<file path="src/rtl/arm7tdmi_pkg.sv">
// arm7tdmi_pkg: shared types for the ARM7TDMI multiplier controller.
//   mul_op_e    : 3-bit op encoding {accumulate, long, signed}
//   mul_state_e : controller FSM states
//   MUL_CHUNK_W : multiplier bits retired per MULT cycle
package arm7tdmi_pkg;

  localparam int MUL_CHUNK_W = 8;

  // Bit positions inside mul_op_e
  localparam int OP_ACC_BIT    = 2;
  localparam int OP_LONG_BIT   = 1;
  localparam int OP_SIGNED_BIT = 0;

  typedef enum logic [2:0] {
    OP_MUL   = 3'b000,
    OP_MULS  = 3'b001,
    OP_UMULL = 3'b010,
    OP_SMULL = 3'b011,
    OP_MLA   = 3'b100,
    OP_MLAS  = 3'b101,
    OP_UMLAL = 3'b110,
    OP_SMLAL = 3'b111
  } mul_op_e;

  typedef enum logic [2:0] {
    S_IDLE,
    S_MULT,
    S_ACC,
    S_HI,
    S_DONE
  } mul_state_e;

endpackage

</file>
<file path="src/rtl/arm7tdmi_mul_step.sv">
// arm7tdmi_mul_step: one combinational multiply iteration.
//   p_out = p_in + ((a_ext * chunk) << (CHUNK_W*idx)), mod 2^64.
// Ports:
//   p_in         : running 64-bit partial product
//   a_ext        : multiplicand already extended to 64 bits
//   chunk        : current multiplier chunk
//   chunk_signed : treat chunk as two's complement (final chunk of signed-rule ops)
//   idx          : iteration index (selects the shift)
//   p_out        : updated partial product
module arm7tdmi_mul_step #(
  parameter int CHUNK_W = 8,
  parameter int IDX_W   = 2
) (
  input  logic [63:0]        p_in,
  input  logic [63:0]        a_ext,
  input  logic [CHUNK_W-1:0] chunk,
  input  logic               chunk_signed,
  input  logic [IDX_W-1:0]   idx,
  output logic [63:0]        p_out
);

  logic [63:0] chunk_ext;
  logic [63:0] prod;

  always_comb begin
    chunk_ext = {{(64-CHUNK_W){chunk_signed & chunk[CHUNK_W-1]}}, chunk};
    prod      = a_ext * chunk_ext;
    p_out     = p_in + (prod << (int'(idx) * CHUNK_W));
  end

endmodule

</file>
<file path="src/rtl/arm7tdmi_mul_ctrl.sv">
// arm7tdmi_mul_ctrl: iterative MUL/MLA/UMULL/UMLAL/SMULL/SMLAL controller.
// Retires CHUNK_W multiplier bits per MULT cycle, optionally accumulates,
// spends one HI cycle for long ops, then pulses done with the result.
// Ports:
//   clk, rst             : clock, async active-high reset
//   start, op            : request (taken in IDLE) and op kind
//   op_a, op_b           : multiplicand (Rm), multiplier (Rs)
//   acc_lo, acc_hi       : accumulate addend
//   abort                : flush, cancels in-flight op without done
//   busy, done           : not-IDLE, one-cycle completion pulse
//   result_lo/hi, flag_n/z : product and N/Z, held between ops
// Config macro: ARM_MUL_EARLY_TERM_EN enables early termination of MULT.
module arm7tdmi_mul_ctrl
  import arm7tdmi_pkg::*;
#(
  parameter int CHUNK_W = MUL_CHUNK_W
) (
  input  logic        clk,
  input  logic        rst,
  input  logic        start,
  input  mul_op_e     op,
  input  logic [31:0] op_a,
  input  logic [31:0] op_b,
  input  logic [31:0] acc_lo,
  input  logic [31:0] acc_hi,
  input  logic        abort,
  output logic        busy,
  output logic        done,
  output logic [31:0] result_lo,
  output logic [31:0] result_hi,
  output logic        flag_n,
  output logic        flag_z
);

  localparam int NCH   = 32 / CHUNK_W;
  localparam int IDX_W = (NCH > 1) ? $clog2(NCH) : 1;
  localparam logic [IDX_W-1:0] LAST = IDX_W'(NCH - 1);

  mul_state_e        state_q, state_d;
  mul_op_e           op_q, op_d;
  logic [31:0]       a_q, a_d, b_q, b_d, acc_lo_q, acc_lo_d, acc_hi_q, acc_hi_d;
  logic [63:0]       p_q, p_d;
  logic [IDX_W-1:0]  i_q, i_d;
  logic              done_q, done_d;
  logic [31:0]       res_lo_q, res_lo_d, res_hi_q, res_hi_d;
  logic              flag_n_q, flag_n_d, flag_z_q, flag_z_d;

  logic              is_acc, is_long, is_signed, signed_rule;
  logic [63:0]       a_ext, acc_add, step_p;
  logic [CHUNK_W-1:0] chunk;
  logic              early, last_iter;

  always_comb begin
    is_acc      = op_q[OP_ACC_BIT];
    is_long     = op_q[OP_LONG_BIT];
    is_signed   = op_q[OP_SIGNED_BIT];
    // Short ops only keep the low word, so they may use the signed rule freely.
    signed_rule = is_signed | ~is_long;
    a_ext       = is_signed ? {{32{a_q[31]}}, a_q} : {32'b0, a_q};
    chunk       = CHUNK_W'(b_q >> (int'(i_q) * CHUNK_W));
    acc_add     = is_long ? {acc_hi_q, acc_lo_q} : {32'b0, acc_lo_q};
  end

`ifdef ARM_MUL_EARLY_TERM_EN
  logic signed [31:0] sb;
  logic        [31:0] ub;
  always_comb begin
    // sb covers b[31 : CHUNK_W*(i+1)-1]: the remaining bits plus this chunk's MSB.
    sb    = $signed(b_q) >>> (int'(i_q) * CHUNK_W + CHUNK_W - 1);
    ub    = b_q >> ((int'(i_q) + 1) * CHUNK_W);
    early = signed_rule ? ((sb == '0) || (sb == '1)) : (ub == '0);
  end
`else
  assign early = 1'b0;
`endif

  assign last_iter = (i_q == LAST) || early;

  arm7tdmi_mul_step #(.CHUNK_W(CHUNK_W), .IDX_W(IDX_W)) u_step (
    .p_in        (p_q),
    .a_ext       (a_ext),
    .chunk       (chunk),
    .chunk_signed(signed_rule & last_iter),
    .idx         (i_q),
    .p_out       (step_p)
  );

  always_comb begin
    state_d  = state_q;
    op_d     = op_q;
    a_d      = a_q;
    b_d      = b_q;
    acc_lo_d = acc_lo_q;
    acc_hi_d = acc_hi_q;
    p_d      = p_q;
    i_d      = i_q;
    case (state_q)
      S_IDLE: if (start && !abort) begin
        op_d     = op;
        a_d      = op_a;
        b_d      = op_b;
        acc_lo_d = acc_lo;
        acc_hi_d = acc_hi;
        p_d      = '0;
        i_d      = '0;
        state_d  = S_MULT;
      end
      S_MULT: begin
        p_d = step_p;
        i_d = i_q + IDX_W'(1);
        if (last_iter)
          state_d = is_acc ? S_ACC : (is_long ? S_HI : S_DONE);
      end
      S_ACC: begin
        p_d     = p_q + acc_add;
        state_d = is_long ? S_HI : S_DONE;
      end
      S_HI:    state_d = S_DONE;
      S_DONE:  state_d = S_IDLE;
      default: state_d = S_IDLE;
    endcase
    if (abort && state_q != S_IDLE) state_d = S_IDLE;

    // Result registers load on entry to DONE so they are valid during it.
    done_d   = (state_d == S_DONE);
    res_lo_d = res_lo_q;
    res_hi_d = res_hi_q;
    flag_n_d = flag_n_q;
    flag_z_d = flag_z_q;
    if (done_d) begin
      res_lo_d = p_d[31:0];
      res_hi_d = is_long ? p_d[63:32] : 32'b0;
      flag_n_d = is_long ? p_d[63] : p_d[31];
      flag_z_d = is_long ? (p_d == '0) : (p_d[31:0] == '0);
    end
  end

  always_ff @(posedge clk or posedge rst) begin
    if (rst) begin
      state_q  <= S_IDLE;
      op_q     <= OP_MUL;
      a_q      <= '0;
      b_q      <= '0;
      acc_lo_q <= '0;
      acc_hi_q <= '0;
      p_q      <= '0;
      i_q      <= '0;
      done_q   <= 1'b0;
      res_lo_q <= '0;
      res_hi_q <= '0;
      flag_n_q <= 1'b0;
      flag_z_q <= 1'b0;
    end else begin
      state_q  <= state_d;
      op_q     <= op_d;
      a_q      <= a_d;
      b_q      <= b_d;
      acc_lo_q <= acc_lo_d;
      acc_hi_q <= acc_hi_d;
      p_q      <= p_d;
      i_q      <= i_d;
      done_q   <= done_d;
      res_lo_q <= res_lo_d;
      res_hi_q <= res_hi_d;
      flag_n_q <= flag_n_d;
      flag_z_q <= flag_z_d;
    end
  end

  assign busy      = (state_q != S_IDLE);
  assign done      = done_q;
  assign result_lo = res_lo_q;
  assign result_hi = res_hi_q;
  assign flag_n    = flag_n_q;
  assign flag_z    = flag_z_q;

endmodule

</file>
<file path="config.mk">
export PLATFORM = sky130hd
export DESIGN_NAME = arm7tdmi_mul_ctrl
export DESIGN_NICKNAME = d
export VERILOG_FILES = /design/src/rtl/arm7tdmi_pkg.sv /design/src/rtl/arm7tdmi_mul_step.sv /design/src/rtl/arm7tdmi_mul_ctrl.sv
export SDC_FILE = /design/constraint.sdc
export NUM_CORES = 2
export LEC_CHECK = 0
export BUFFER_PORTS_ARGS = -buffer_cell sky130_fd_sc_hd__buf_2
export CAP_MARGIN = 30
export CORE_ASPECT_RATIO = 0.75
export CORE_MARGIN = 3
export CORE_UTILIZATION = 40
export CTS_BUF_LIST = sky130_fd_sc_hd__clkbuf_16
export CTS_CLUSTER_SIZE = 14
export DETAILED_ROUTE_END_ITERATION = 8
export SETUP_SLACK_MARGIN = 0.4
export SKIP_LAST_GASP = 1
export SLEW_MARGIN = 20
export SYNTH_ARGS = -nofsm -noshare
export SYNTH_HDL_FRONTEND = slang
export SYNTH_HIERARCHICAL = 1
export SYNTH_SLANG_ARGS = --single-unit
</file>
<file path="constraint.sdc">
create_clock -name clk -period 13.5 [get_ports clk]
set_input_delay 1.35 -clock clk [delete_from_list [all_inputs] [get_ports clk]]
set_output_delay 1.35 -clock clk [all_outputs]
set_load 0.05 [all_outputs]
</file>
==> impl_metrics.env <==
export IMPL_path_class_of_the_lowest_slack_min_delay_path="flop to flop"
export IMPL_fmax_mhz=85.5
export IMPL_run_status="complete, no violations"
export IMPL_finalNetCount=4835
export IMPL_timing_critical_path_from_type="flop"
export IMPL_cp_max_fanout=39
export IMPL_io_buffers=202
export IMPL_postCtsSetupRepairBufs=0
export IMPL_sequential_cell_area_um2=6690
export IMPL_average_wire_per_standard_cell_um=20.8
export IMPL_finalCoreUtilization=0.441
export IMPL_die_height_um=267
export IMPL_drcViolationCount=0
export IMPL_post_cts_resize_count=0
export IMPL_root_buffer="sky130_fd_sc_hd__clkbuf_16"
export IMPL_final_setup_skew_ps=31.1
export IMPL_worst_pin_slew_ps=1020
export IMPL_clk_pin_slew_worst_paths_ps=60
export IMPL_grt_setup_unrepaired="no"
export IMPL_origin_of_the_worst_min_delay_path="result_lo[9]$_DFFE_PP0P_"
export IMPL_grt_pass1_vias=28900
export IMPL_gpl_final_weighted_congestion=0.965
export IMPL_routed_via_density=5.59
export IMPL_coreArea_um2=88700
export IMPL_numCtsBuffers=30
export IMPL_crit_start="i_q[0]$_DFFE_PP0P_"
export IMPL_finalCritPeriodShare=0.866
export IMPL_critical_path_slowest_cell="sky130_fd_sc_hd__a222oi_1"
export IMPL_routed_wire_length_mm=109
export IMPL_std_cell_rows=94
export IMPL_grt_start_max_net_pins=122
export IMPL_cp_data_required_time_ps=13990
export IMPL_synth_seq_area_share=0.184
export IMPL_finalCriticalPeriod_ps=11700
export IMPL_synth_warnings=6
export IMPL_area_of_combinational_cells_with_multiple_inputs_um2=27100
export IMPL_slew_limit_headroom=0.320
export IMPL_cts_sinks=267
export IMPL_area_added_between_synthesis_and_finish_pct=7.87
export IMPL_initial_cell_density_of_the_core=0.408
export IMPL_crit_family="compound AO/OA/AOI/OAI gates"
export IMPL_ff2ff_setup_slack_ps=1800
export IMPL_max_clock_path_buffers=3
export IMPL_reg2reg_from="i_q[0]$_DFFE_PP0P_"
export IMPL_grt_antenna_before_repair=5
export IMPL_dieWidth_um=353
export IMPL_synth_main_ff_cell="sky130_fd_sc_hd__dfrtp_1"
export IMPL_netlist_instances=3990
export IMPL_final_layout_size_suffix_gt1_frac=0.127
export IMPL_syn_num_nets=4790
export IMPL_synth_edff_count=0
export IMPL_die_area_um2=94200
export IMPL_cts_tree="built"
export IMPL_num_vias=29400
export IMPL_timing_setup_tns_ps=0
export IMPL_grt_util_all_layers=0.230
export IMPL_cp_num_buf_inv=4
export IMPL_cts_hold_buffers=0
export IMPL_drtAntennaViolNets=0
export IMPL_dp_final_hpwl_mm=87.1
export IMPL_synth_avg_cell_area_um2=9.08
export IMPL_postSynthRegisterBits=267
export IMPL_timing_rr_end="flag_n$_DFFE_PP0P_"
export IMPL_crit_path_max_cell_delay_ps=580
export IMPL_crit_end="flag_n$_DFFE_PP0P_"
export IMPL_critPathArrivalTime_ps=12180
export IMPL_detailedRoute_firstIterationViolations=3001
export IMPL_worstSkewPairLatency_ps=620
export IMPL_global_route_overflow_total=0
export IMPL_filler_instances=8784
export IMPL_insertedDiodeCount=0
export IMPL_drt_first_pass_iters=9
export IMPL_postSynth_asyncResetShare=1.00
export IMPL_crit_path_end_kind="flop"
export IMPL_ys_types=106
export IMPL_critical_path_top_cell_by_count="sky130_fd_sc_hd__fa_1"
export IMPL_cap_violations=0
export IMPL_mappedNetlistArea_um2=36200
export IMPL_num_io_pins=203
export IMPL_path_depth=38
export IMPL_h_tree_depth=1
export IMPL_timing_final_max_slew_violations=0
export IMPL_hold_violations=0
export IMPL_setup_worst_path_class="flop to flop"
export IMPL_grt_first_pass_wirelength_mm=172
export IMPL_rr_worst_depth=38
export IMPL_timing_final_setup_violations=0
registers in the layout (all words and copies together), names as in the netlist, 2 cells and up:
name       cells
p_q           64
acc_hi_q      32
op_q           3
b_q           32
acc_lo_q      32
result_lo     32
a_q           32
state_q        3
result_hi     32
i_q            2
through the flow:
stage	setup WS, ps	cell area [um2]	hold slack (ps)	std cells
after detailed placement	2130	38000	461	5201
after floorplan	3440	36200	471	3990
final	1800	39100	474	5259
after global routing	1170	39100	489	5259
after global placement	2020	37900	458	5200
after CTS	2080	39000	477	5257
routing by layer:
metal	vias up	track usage	wire (um)
met5	-	0.0160	245
met4	6	0.0335	1440
met3	99	0.0629	9860
met2	978	0.329	45500
met1	14700	0.349	52200
li1	13600	-	-
layout make-up:
class | count | area share
repair buffers | 238 | 0.0343
multi-input cells | 3121 | 0.693
flip-flops and latches | 267 | 0.171
clock inverters | 25 | 0.00720
clock buffers | 31 | 0.0199
well taps | 1200 | 0.0384
inverters | 377 | 0.0364
synth_stat cells (29+ instances only):
cell                       number  share of area
sky130_fd_sc_hd__ha_1         259          0.089
sky130_fd_sc_hd__a22oi_1       47         0.0097
sky130_fd_sc_hd__a21oi_1      213          0.029
sky130_fd_sc_hd__and2_1       312          0.054
sky130_fd_sc_hd__nor3_1        42         0.0058
sky130_fd_sc_hd__xor2_1        68          0.016
sky130_fd_sc_hd__a21o_1        87          0.018
sky130_fd_sc_hd__o21a_1        33         0.0068
sky130_fd_sc_hd__mux2i_1       44          0.012
sky130_fd_sc_hd__nand3_1       54         0.0075
sky130_fd_sc_hd__o21ai_0      159          0.022
sky130_fd_sc_hd__nand4_1       63          0.011
sky130_fd_sc_hd__clkbuf_1     158          0.016
sky130_fd_sc_hd__nand2_1      465          0.048
sky130_fd_sc_hd__xnor2_1      109          0.026
sky130_fd_sc_hd__dfrtp_1      267           0.18
sky130_fd_sc_hd__nor2_1       186          0.019
sky130_fd_sc_hd__inv_1        376          0.039
sky130_fd_sc_hd__fa_1         406           0.22
sky130_fd_sc_hd__or2_2         29         0.0050
sky130_fd_sc_hd__mux2_2       137          0.043
how the worst min path moves through the flow:
| stage | end | cells after the start |
|---|---|---|
| final | result_lo[9]$_DFFE_PP0P_ | 2 |
| after global placement | result_lo[3]$_DFFE_PP0P_ | 2 |
| after detailed placement | result_lo[3]$_DFFE_PP0P_ | 2 |
| after floorplan | acc_hi_q[29]$_DFFE_PP0P_ | 1 |
| after CTS | result_lo[9]$_DFFE_PP0P_ | 2 |
| after global routing | result_lo[3]$_DFFE_PP0P_ | 2 |
worst min-delay path, cell delays in order (launching register included):
cell                      delay [ps]
sky130_fd_sc_hd__dfrtp_1         340
sky130_fd_sc_hd__nand2_1          50
sky130_fd_sc_hd__nand2_1          50
layout by cell type (no fill, tap or decap), types with 159 or more instances in the layout:
cell type                 Yosys  layout
sky130_fd_sc_hd__a21oi_1    213     213
sky130_fd_sc_hd__o21ai_0    159     159
sky130_fd_sc_hd__buf_2       12     202
sky130_fd_sc_hd__nand2_1    465     463
sky130_fd_sc_hd__fa_1       406     406
sky130_fd_sc_hd__inv_1      376     380
sky130_fd_sc_hd__nor2_1     186     185
sky130_fd_sc_hd__dfrtp_1    267     265
sky130_fd_sc_hd__ha_1       259     259
sky130_fd_sc_hd__and2_1     312     310
logic make-up (layout without fill, tap and decap cells):
kind of cell	count (synthesis)	count (layout)	synth area share
and+or+nand+nor	1261	1261	0.172
AOI/OAI and AO/OA	823	823	0.154
adders and majority gates	665	665	0.314
buffers and inverters	602	671	0.0697
DFF	267	267	0.184
muxes	195	195	0.0635
xor gates and xnor gates	177	177	0.0428
Power is not shown: default switching activity piles up to over one toggle a cycle in this logic, so the estimate is an artifact.
